[src/rtl/ctrl_spi_rx_fifo.sv]
// SPI mode-0 slave receiver feeding a byte FIFO for the control unit.
// Define CTRL_SPI_STATUS_ECHO_EN to echo a status byte on spi_miso.
`timescale 1ns/1ps
module ctrl_spi_rx_fifo #(
  parameter int FIFO_DEPTH  = 16,
  parameter int SYNC_STAGES = 2
) (
  input  logic                          clk,
  input  logic                          reset,
  input  logic                          spi_sck,
  input  logic                          spi_cs_n,
  input  logic                          spi_mosi,
  output logic                          spi_miso,
  output logic [7:0]                    out_byte,
  output logic                          out_valid,
  input  logic                          next,
  output logic [$clog2(FIFO_DEPTH):0]   fifo_level,
  output logic                          overflow,
  output logic                          frame_error
);

  localparam int AW = $clog2(FIFO_DEPTH);
  localparam int W  = AW + 1;

  logic [SYNC_STAGES-1:0] sck_sync;
  logic [SYNC_STAGES-1:0] cs_sync;
  logic [SYNC_STAGES-1:0] mosi_sync;
  logic sck_d;
  logic cs_d;
  logic sck_s;
  logic cs_s;
  logic mosi_s;

  always_ff @(posedge clk) begin
    if (reset) begin
      sck_sync  <= '0;
      cs_sync   <= '1;
      mosi_sync <= '0;
      sck_d     <= 1'b0;
      cs_d      <= 1'b1;
    end else begin
      sck_sync  <= {sck_sync[SYNC_STAGES-2:0], spi_sck};
      cs_sync   <= {cs_sync[SYNC_STAGES-2:0], spi_cs_n};
      mosi_sync <= {mosi_sync[SYNC_STAGES-2:0], spi_mosi};
      sck_d     <= sck_s;
      cs_d      <= cs_s;
    end
  end

  assign sck_s  = sck_sync[SYNC_STAGES-1];
  assign cs_s   = cs_sync[SYNC_STAGES-1];
  assign mosi_s = mosi_sync[SYNC_STAGES-1];

  logic sck_rise;
  logic cs_fall;
  logic cs_rise;
  logic sample;
  logic last_bit;

  assign sck_rise = sck_s & ~sck_d;
  assign cs_fall  = cs_d & ~cs_s;
  assign cs_rise  = ~cs_d & cs_s;

  logic [7:0] shreg;
  logic [2:0] bit_cnt;
  logic       armed;
  logic       push_req;

  // armed keeps the shifter idle after reset until a fresh frame starts
  assign sample   = sck_rise & ~cs_s & armed;
  assign last_bit = sample & (bit_cnt == 3'd7);

  always_ff @(posedge clk) begin
    if (reset) begin
      shreg       <= 8'h00;
      bit_cnt     <= 3'd0;
      armed       <= 1'b0;
      push_req    <= 1'b0;
      frame_error <= 1'b0;
    end else begin
      push_req    <= 1'b0;
      frame_error <= 1'b0;
      if (cs_fall) begin
        bit_cnt <= 3'd0;
        armed   <= 1'b1;
      end else if (cs_rise) begin
        if (bit_cnt != 3'd0) frame_error <= 1'b1;
        bit_cnt <= 3'd0;
      end else if (sample) begin
        shreg   <= {shreg[6:0], mosi_s};
        bit_cnt <= bit_cnt + 3'd1;
        if (last_bit) push_req <= 1'b1;
      end
    end
  end

  logic [7:0]   mem [FIFO_DEPTH];
  logic [W-1:0] rd_ptr;
  logic [W-1:0] wr_ptr;
  logic [W-1:0] rd_n;
  logic [W-1:0] wr_n;
  logic         empty;
  logic         full;
  logic         pop;
  logic         push_ok;
  logic [7:0]   head_n;

  assign empty = (rd_ptr == wr_ptr);
  assign full  = ((rd_ptr ^ wr_ptr) == {1'b1, {AW{1'b0}}});
  assign pop   = next & out_valid;
  // a pop frees a slot in the same cycle, so a full FIFO still accepts
  assign push_ok = push_req & (~full | pop);
  assign rd_n  = rd_ptr + {{AW{1'b0}}, pop};
  assign wr_n  = wr_ptr + {{AW{1'b0}}, push_ok};
  assign fifo_level = wr_ptr - rd_ptr;

  always_comb begin
    head_n = mem[rd_n[AW-1:0]];
    if (rd_n == wr_n)
      head_n = 8'h00;
    else if (push_ok && rd_n == wr_ptr)
      head_n = shreg;
  end

  always_ff @(posedge clk) begin
    if (push_ok) mem[wr_ptr[AW-1:0]] <= shreg;
  end

  always_ff @(posedge clk) begin
    if (reset) begin
      rd_ptr    <= '0;
      wr_ptr    <= '0;
      out_byte  <= 8'h00;
      out_valid <= 1'b0;
      overflow  <= 1'b0;
    end else begin
      rd_ptr    <= rd_n;
      wr_ptr    <= wr_n;
      out_byte  <= head_n;
      out_valid <= (rd_n != wr_n);
      if (push_req && !push_ok) overflow <= 1'b1;
    end
  end

`ifdef CTRL_SPI_STATUS_ECHO_EN
  localparam int LW = (W > 6) ? W : 6;

  logic          sck_fall;
  logic          fe_sticky;
  logic [7:0]    tx_sr;
  logic          miso_q;
  logic [LW-1:0] lvl_ext;
  logic [5:0]    level_sat;

  assign sck_fall  = ~sck_s & sck_d;
  assign lvl_ext   = LW'(fifo_level);
  assign level_sat = (lvl_ext > LW'(63)) ? 6'h3f : lvl_ext[5:0];

  // no shift on the falling edge right after a reload (bit_cnt is 0)
  always_ff @(posedge clk) begin
    if (reset) begin
      fe_sticky <= 1'b0;
      tx_sr     <= 8'h00;
      miso_q    <= 1'b0;
    end else begin
      if (frame_error) fe_sticky <= 1'b1;
      if (cs_fall || last_bit)
        tx_sr <= {overflow, fe_sticky, level_sat};
      else if (sck_fall && !cs_s && bit_cnt != 3'd0)
        tx_sr <= {tx_sr[6:0], 1'b0};
      miso_q <= ~cs_s & tx_sr[7];
    end
  end

  assign spi_miso = miso_q;
`else
  assign spi_miso = 1'b0;
`endif

endmodule

[config.mk]
export PLATFORM = sky130hd
export DESIGN_NAME = ctrl_spi_rx_fifo
export DESIGN_NICKNAME = d
export VERILOG_FILES = /design/src/rtl/ctrl_spi_rx_fifo.sv
export SDC_FILE = /design/constraint.sdc
export NUM_CORES = 1
export LEC_CHECK = 0
export CORE_MARGIN = 5
export CORE_UTILIZATION = 57
export DETAILED_ROUTE_END_ITERATION = 7
export DONT_BUFFER_PORTS = 1
export GPL_ROUTABILITY_DRIVEN = 0
export PLACE_DENSITY = 0.75
export SETUP_SLACK_MARGIN = 0.02
export SLEW_MARGIN = 10
export SYNTH_ARGS = -nofsm -noshare
export SYNTH_HDL_FRONTEND = slang
export SYNTH_SLANG_ARGS = --single-unit
export TNS_END_PERCENT = 1
[constraint.sdc]
create_clock -name clk -period 2.75 [get_ports clk]
set_input_delay 0.55 -clock clk [delete_from_list [all_inputs] [get_ports clk]]
set_output_delay 0.55 -clock clk [all_outputs]
set_load 0.01 [all_outputs]
==> metrics.txt <==
outcome=finished, final reports clean; clk_skew=roughly 0.011 ns; Multi-input gate area=approximately 2100 um2; worst-path fanout max=10; vias in the first global route=3,646; Area after DPL=7250 um2; drt pass-1 iters=4; Clock Root Buffer=clkbuf_16; Register Area=approximately 4700 um2; Cell Pwr Density=between 600 and 700 nW/um2; drt wl/cell=21.5 um; setup violators final=0; initial antenna violation count=0; final std cells w/o fill=609; share of cells above drive strength 1=0.253; nets@finish=469; Initial DRC Count=345; clk sinks=170; CP endpoint kind=primary output; drt drc=0; P_leak=2.66 nW; DP Worst Slack=approximately 0.06 ns; maxcap violations=0; global-route wire length before repair=20,800 um; filler cell count=796; reg2reg path depth=12; CTS clk-pin slew, worst paths=0.06 ns; Final Max Slew Viols=0; worst-skew pair later-pin latency=between 0.4 and 0.5 ns; flops & latches, synth=170; Die H=around 120 um; row cnt=40; Tmin final=~2.5 ns; critical path data required time=2.20 ns; Max Clock Freq=slightly below 0.4 GHz; Mapped Cells=~430; unrepaired setup endpoints after global routing=false; Die Area=around 14,000 um2; Critical Path AT=1.98 ns; compound-gate portion of the synthesized area=0.0339; Die Wd=120 um; Setup TNS=0 ns; Initial Utilization=0.580; CP startpoint kind=flop; Hold Crit Class=in -> reg; Least-Margin Pin Slew=~0.91 ns; Vias=3,580; drt total wl=13,100 um; Routed Antenna Nets=0; dpl hpwl=8280 um; Mapped Nets=445; Num CTS Buffers=17; Syn Std Cell Area=approximately 6900 um2; hold-fix buffers at CTS=0; Layout Utilization=0.664; ys async rst share=0; H-tree Lvls=4; Final Hold Violating Endpoints=0; GRT overflow=0; Slew headroom=0.393; main combinational cell family by area after synthesis=multiplexers; Post-synth EDFFs=128; predominant post-synthesis flop cell=edfxtp_1; Avg Inst Size Synth=16.3 um2; post-synthesis simple-gate area fraction=0.0657; io pins=23; mux contribution to synthesized area=0.140; Layout area overhead=14.6%; final instance area=7950 um2; largest net degree at the start of global routing=36; routed vias/inst=between 5 and 6; crit path kind=reg -> out; hold path depth=1; diode count=0; xor and xnor fraction of the mapped netlist area=0.0327; period utilization=0.921; IR drop worst, VDD=between 0.5 and 0.6 mV; worst setup margin=about 0.22 ns; post-synth cell types=43; post-synthesis sequential area ratio=0.676; Adder-Cell Fraction of Synth Area=0.0263; Ys Warns=0; largest buffer count on any clock path=2; area of the core=12,000 um2; IO Port Bufs=0; Placed Cells=approximately 570; TritonCTS clock tree=built; total track usage=0.196
kinds of logic (layout without fill, tap and decap cells):
logic type / after synthesis / count (layout)
AO/OA/AOI/OAI: 36 / 36
XOR/XNOR: 20 / 20
adder cells (fa/ha/maj): 14 / 14
buffers and inverters: 38 / 75
flip-flops: 170 / 170
multiplexers: 57 / 57
other: 1 / 1
AND/OR/NAND/NOR: 89 / 89
critical path, cell delays in order, from the launching register on:
cell	delay, ns
dfxtp_1	0.34
buf_4	0.19
inv_1	0.09
fa_1	0.44
inv_1	0.08
a21o_1	0.11
a21oi_1	0.07
xnor2_1	0.25
cells in the mapped netlist (3+ instances only):
library cell,count,share of area
nor2b_1,11,0.0099
nand3_1,20,0.014
dfxtp_1,42,0.12
a21oi_2,8,0.010
a21oi_1,12,0.0087
buf_4,3,0.0032
mux2i_1,25,0.036
inv_1,15,0.0081
nand2_1,12,0.0065
o21ai_0,9,0.0065
xnor2_1,12,0.015
or2_2,3,0.0027
buf_2,5,0.0036
mux4_2,32,0.10
nor3_1,6,0.0043
xor2_1,5,0.0063
edfxtp_1,128,0.55
ha_1,13,0.023
clkbuf_1,11,0.0060
nor2_1,24,0.013
stage by stage:
step / power, mW / hold slack [ns]
after detailed placement: 2.80 / 0.399
after floorplan: 2.80 / 0.389
final: 5.09 / 0.196
after CTS: 5.14 / 0.166
after global routing: 5.25 / 0.175
after global placement: 2.80 / 0.393
repair_timing:
action | CTS | global route
buffers inserted | 0 | 2
resized for setup | 0 | 13
setup endpoints to repair | 0 | 9
state kept, by name, summed over array words and instances (netlist names), 2 cells and up:
name / cells
sck_sync: 2
mem: 128
shreg: 8
wr_ptr: 5
rd_ptr: 5
out_byte: 8
bit_cnt: 3
mosi_sync: 2
cs_sync: 2
layout by cell type, fill, tap and decap left out, types with 14 or more instances in the layout:
cell type    n
clkbuf_16   20
nand3_1     19
nor2_1      24
buf_4       22
mux2i_1     25
edfxtp_1   128
dfxtp_1     42
mux4_2      32
inv_1       14
layout make-up:
type	count	area share
Sequential cell	170	0.589
Multi-Input combinational cell	217	0.270
Clock buffer	29	0.0738
Timing Repair Buffer	28	0.0337
Tap cell	147	0.0231
Inverter	15	0.00708
Clock inverter	3	0.00252
worst paths after layout:
kind,from,to,slack [ns]
min,reset,shreg[7],0.20
min reg2reg,cs_sync[0],cs_sync[1],0.41
max reg2reg,rd_ptr[3],out_byte[6],0.23
max,wr_ptr[1],fifo_level[4],0.22
power breakdown:
group / internal, mW / switching [mW]
clock network: 1.45 / 0.899
logic: 0.00612 / 0.00640
registers: 2.73 / 0.00208
metal layers:
metal | vias up | track usage | part of all wire
li1 | 1651 | - | -
met1 | 1816 | 0.279 | 0.45
met2 | 95 | 0.294 | 0.48
met3 | 18 | 0.0500 | 0.059
met4 | 0 | 0.0729 | 0.017
met5 | - | 0 | 0
Power figures use the tool's default switching activity.
